File: config.mk
export PLATFORM = sky130hd
export DESIGN_NAME = cfg_chain_master
export DESIGN_NICKNAME = d
export VERILOG_FILES = /design/src/rtl/cfg_chain_master.sv
export SDC_FILE = /design/constraint.sdc
export NUM_CORES = 1
export LEC_CHECK = 0
export CAP_MARGIN = 20
export CELL_PAD_IN_SITES_DETAIL_PLACEMENT = 0
export CELL_PAD_IN_SITES_GLOBAL_PLACEMENT = 2
export CORE_MARGIN = 2
export CORE_UTILIZATION = 32
export DETAILED_ROUTE_END_ITERATION = 12
export PLACE_DENSITY = 0.94
export SYNTH_ARGS = -nofsm -noshare
export SYNTH_HDL_FRONTEND = slang
export SYNTH_SLANG_ARGS = --single-unit
File: constraint.sdc
create_clock -name clk -period 7.42 [get_ports clk]
set_input_delay 0.742 -clock clk [delete_from_list [all_inputs] [get_ports clk]]
set_output_delay 0.742 -clock clk [all_outputs]
set_load 0.1 [all_outputs]
File: src/rtl/cfg_chain_master.sv
// cfg_chain_master: serial write / parallel-capture readback master for a shift-register config chain.
// Readback hardware exists only when CFG_CHAIN_MASTER_READBACK_EN is defined.
module cfg_chain_master #(
  parameter int unsigned N = 100
) (
  input  logic         clk,
  input  logic         reset,
  input  logic         start,
  input  logic         op,
  input  logic [N-1:0] wr_data,
  output logic         busy,
  output logic         done,
  output logic [N-1:0] rd_data,
  output logic         ch_s_in,
  output logic         ch_load,
  output logic         ch_read,
  input  logic         ch_s_out
);

  localparam int unsigned CW = $clog2(N);
  localparam logic [CW-1:0] LAST = CW'(N - 1);

  typedef enum logic [2:0] {
    IDLE    = 3'd0,
    SHIFT   = 3'd1,
    LOAD    = 3'd2,
    READ    = 3'd3,
    RDSHIFT = 3'd4,
    DONE    = 3'd5
  } state_t;

  state_t        state;
  logic [CW-1:0] cnt;
  logic [CW-1:0] cnt_inc;
  logic [N-1:0]  shadow;

  assign cnt_inc = cnt + CW'(1);

  // Outputs are computed one cycle ahead so every chain-facing strobe comes from a flop.
  always_ff @(posedge clk or posedge reset) begin
    if (reset) begin
      state   <= IDLE;
      cnt     <= '0;
      shadow  <= '0;
      busy    <= 1'b0;
      done    <= 1'b0;
      ch_s_in <= 1'b0;
      ch_load <= 1'b0;
`ifdef CFG_CHAIN_MASTER_READBACK_EN
      ch_read <= 1'b0;
      rd_data <= '0;
`endif
    end else begin
      case (state)
        IDLE: begin
          if (start) begin
            cnt  <= '0;
            busy <= 1'b1;
`ifdef CFG_CHAIN_MASTER_READBACK_EN
            if (op) begin
              state   <= READ;
              ch_read <= 1'b1;
            end else begin
              shadow  <= wr_data;
              state   <= SHIFT;
              ch_s_in <= wr_data[0];
            end
`else
            shadow  <= wr_data;
            state   <= SHIFT;
            ch_s_in <= wr_data[0];
`endif
          end
        end
        SHIFT: begin
          if (cnt == LAST) begin
            cnt     <= '0;
            state   <= LOAD;
            ch_s_in <= 1'b0;
            ch_load <= 1'b1;
          end else begin
            cnt     <= cnt_inc;
            ch_s_in <= shadow[cnt_inc];
          end
        end
        LOAD: begin
          state   <= DONE;
          ch_load <= 1'b0;
          busy    <= 1'b0;
          done    <= 1'b1;
        end
`ifdef CFG_CHAIN_MASTER_READBACK_EN
        READ: begin
          state   <= RDSHIFT;
          ch_read <= 1'b0;
          cnt     <= '0;
        end
        RDSHIFT: begin
          rd_data[cnt] <= ch_s_out;
          if (cnt == LAST) begin
            cnt   <= '0;
            state <= DONE;
            busy  <= 1'b0;
            done  <= 1'b1;
          end else begin
            cnt <= cnt_inc;
          end
        end
`endif
        DONE: begin
          state <= IDLE;
          done  <= 1'b0;
        end
        default: begin
          state   <= IDLE;
          cnt     <= '0;
          busy    <= 1'b0;
          done    <= 1'b0;
          ch_s_in <= 1'b0;
          ch_load <= 1'b0;
`ifdef CFG_CHAIN_MASTER_READBACK_EN
          ch_read <= 1'b0;
`endif
        end
      endcase
    end
  end

`ifndef CFG_CHAIN_MASTER_READBACK_EN
  // Without readback, op is a don't-care and the chain's serial output goes nowhere.
  logic unused_inputs;
  assign unused_inputs = op ^ ch_s_out;
  assign rd_data       = '0;
  assign ch_read       = 1'b0;
`endif

endmodule

==> impl_results.md <==
- Final cycle utilization of the critical path: 47.5%
- Slowest cell on the critical path: sky130_fd_sc_hd__dfrtp_2
- Number of instances on the worst hold path: 1
- Warnings from Yosys: 0
- Cells along the critical path: ha_1, xor2_4, mux4_1, mux2i_1, nor2_1, nor4b_2, o31ai_1
- Total congestion overflow: 0
- Multi-input combinational cell area: 2780 um2
- Terminating pin of the worst hold path: shadow[24]$_DFFE_PP0P_
- Slew Viols, Final: 0
- Clock sink total: 114
- Total clock buffers created by CTS: 17
- Path depth of the worst reg2reg path: 7
- Total wire length: 13000 um
- Worst hold path class: register to register
- Data arrival time of the worst path: 3800 ps
- Buffer type at the clock tree root: sky130_fd_sc_hd__clkbuf_16
- Worst slew pin tran: 1020 ps
- Clk Latency, worst-skew pair: 400 ps
- Synth cell count leaders: sky130_fd_sc_hd__dfrtp_1, sky130_fd_sc_hd__buf_4, sky130_fd_sc_hd__mux2_2, sky130_fd_sc_hd__mux4_2, sky130_fd_sc_hd__nor2_1
- Area growth syn-to-layout: 23.6%
- Layout cell share with drive strength beyond 1: 28.2%
- Clock tree from TritonCTS: yes
- Number of synthesized register bits: 114
- Number of search-and-repair iterations in the first detailed-routing pass: 4
- Maximum Capacitance Violations: 0
- Kind of capture point of the worst setup path: register
- Total design power: 3.50 mW
- Number of DRC markers after the initial detailed-route iteration: 118
- Max H-tree Level: 4
- Area share of the leading cell type in the synthesized netlist: 46.0%
- Total number of nets in the final design: 685
- Result of the run: finished clean
- Antenna Cells: 0
- Post-CTS clock slew at the launch and capture registers of the worst setup and hold paths: 50 ps
- Number of flops mapped to enable cells by yosys: 0
- Setup TNS: 0 ps
- Average via count per standard cell: 4.40
- Die Width: 143 um
- Syn avg cell area: 13.0 um2
- Detailed-placement wirelength estimate: 9370 um
- Number of global-route vias before repair: 3935
- Total number of vias: 3750
- Post-CTS setup repair buffer count: 0
- Global-route wire length before repair: 20100 um
- Area leader, netlist: sky130_fd_sc_hd__dfrtp_1
- Worst R2R End: ch_s_in$_DFFE_PP0P_
- Min-Delay Startpoint: shadow[24]$_DFFE_PP0P_
- Sequential element share of the synthesized area: 46.0%
- Antenna violations before repair: 0
- Hold Fails Final Rpt: 0
- Nature of the critical path startpoint: register
- Biggest cell delay along the critical path: 940 ps
- DRC Markers: 0
- Critical path data required time: 7690 ps
- Post_cts resized: 0
- Largest net degree at the start of global routing: 73
- Synth top area cells: sky130_fd_sc_hd__dfrtp_1, sky130_fd_sc_hd__mux2_2, sky130_fd_sc_hd__buf_4, sky130_fd_sc_hd__mux4_2, sky130_fd_sc_hd__mux2i_1
- I/O Pins: 210
- Achievable Freq: 284 MHz
- Final critical-path required period: 3520 ps
- Synthesized instance count: 477
- Starting Density: 32.9%
- Setup repair after global routing missed its margin: false
- Routed wirelength normalized by instance count: 15.2 um
- Top FF cell, synth: sky130_fd_sc_hd__dfrtp_1
- Std-Cell Rows: 50
- Leakage power: 3.23 nW
- Vertical extent of the die: 143 um
- Number of distinct library cells after synthesis: 44
- Cell area after synthesis: 6200 um2
- Hold buffer count at CTS: 0
- Overall global routing resource usage: 12.8%
- Worst clock skew on the final layout: 4.53 ps
- Die area: 20500 um2
- Core ar.: 18800 um2
- Maximum number of buffers from clock root to sink: 2
- Area taken by flip-flops and latches: 2850 um2
- Buffers on Ports: 106
- Reg-to-reg startpoint: cnt[0]$_DFFE_PP0P_
- Highest net fanout along the worst path: 33
- Most frequent cell after synthesis: sky130_fd_sc_hd__dfrtp_1
- Internal reg-to-reg setup slack: 3900 ps
- Number of antenna-violating nets in the routed design: 0
- Tightest slew margin relative to the limit: 31.9%
- Crit Path Class: register to register
- Asr flop ratio synth: 100%
- Peak VDD IR: 0.219 mV
- Layout fillers: 1732
- Final setup fails: 0
- Power density of the placed cells: 456 nW/um2
- Placer congestion estimate: 0.805
## area by class of cell
| cell class | count | share of cell area (%) |
|---|---|---|
| Clock buffer | 24 | 6.55 |
| Clock inverter | 8 | 1.31 |
| Inverter | 5 | 0.278 |
| Multi-Input combinational cell | 332 | 36.2 |
| Sequential cell | 114 | 37.2 |
| Tap cell | 260 | 4.25 |
| Timing Repair Buffer | 109 | 14.1 |
## layer usage
layer | vias to the layer above | share of wire (%) | GRT usage, %
met5 | - | 0 | 0
met4 | 0 | 1.5 | 5.11
met3 | 16 | 5.4 | 3.09
met2 | 132 | 53 | 22.5
met1 | 1892 | 40 | 15.1
li1 | 1710 | - | -
## worst max-delay path by stage
stage	startpoint	to	slack, ps	cells after the start
3_3_place_gp	cnt[0]$_DFFE_PP0P_	ch_s_in$_DFFE_PP0P_	3790	7
4_1_cts	cnt[0]$_DFFE_PP0P_	ch_s_in$_DFFE_PP0P_	3780	8
6_report	cnt[0]$_DFFE_PP0P_	ch_s_in$_DFFE_PP0P_	3900	7
2_1_floorplan	reset	busy$_DFFE_PP0P_	3660	1
3_5_place_dp	cnt[0]$_DFFE_PP0P_	ch_s_in$_DFFE_PP0P_	3800	8
5_1_grt	cnt[0]$_DFFE_PP0P_	ch_s_in$_DFFE_PP0P_	3630	7
## kinds of logic after synthesis
group | Yosys count | synth area share [%]
fa+ha+maj | 1 | 0.202
other cells | 1 | 0.0605
flops | 114 | 46.0
simple gates | 47 | 3.90
mux | 138 | 29.5
compound gates | 44 | 4.60
xor+xnor | 1 | 0.444
buf+inv | 131 | 15.3
## state kept, by name (all words and copies together), names as in the netlist
signal,count
ch_load,1
cnt,7
ch_s_in,1
shadow,100
done,1
busy,1
state,3
## power breakdown
part	switching, mW	internal [mW]	total (mW)	leakage [nW]
Combinational	0.765	0.766	1.53	1.58
Clock	0.282	0.538	0.820	0.284
Sequential	0.222	0.922	1.14	1.37
Total	1.27	2.23	3.50	3.23
## per-stage QoR
stage	std cells	setup WS [ps]	instance area, um2	utilization [%]	hold WS (ps)
finish	852	3900	7660	40.7	498
global route	852	3630	7660	40.7	514
CTS	852	3780	7660	40.7	503
detailed placement	820	3800	7060	37.5	492
global placement	820	3790	7060	37.5	483
floorplan	577	3660	6570	-	472
## placed cells by master (no fill, tap or decap), types with 6 or more instances in the layout
master	n
sky130_fd_sc_hd__mux2i_1	11
sky130_fd_sc_hd__nand2_1	7
sky130_fd_sc_hd__conb_1	101
sky130_fd_sc_hd__mux4_2	24
sky130_fd_sc_hd__a21oi_1	8
sky130_fd_sc_hd__clkdlybuf4s50_1	106
sky130_fd_sc_hd__dfrtp_1	113
sky130_fd_sc_hd__nand3_1	6
sky130_fd_sc_hd__clkbuf_16	17
sky130_fd_sc_hd__o21ai_0	14
sky130_fd_sc_hd__nor2_1	15
sky130_fd_sc_hd__mux2_2	102
## critical path, delay by kind of cell, from the launching register on
family	cells	cell delay, ps
mux	2	780
flops	1	940
compound gates	1	120
xor+xnor	1	620
simple gates	2	310
fa+ha+maj	1	610
(Power assumes the default switching activity.)
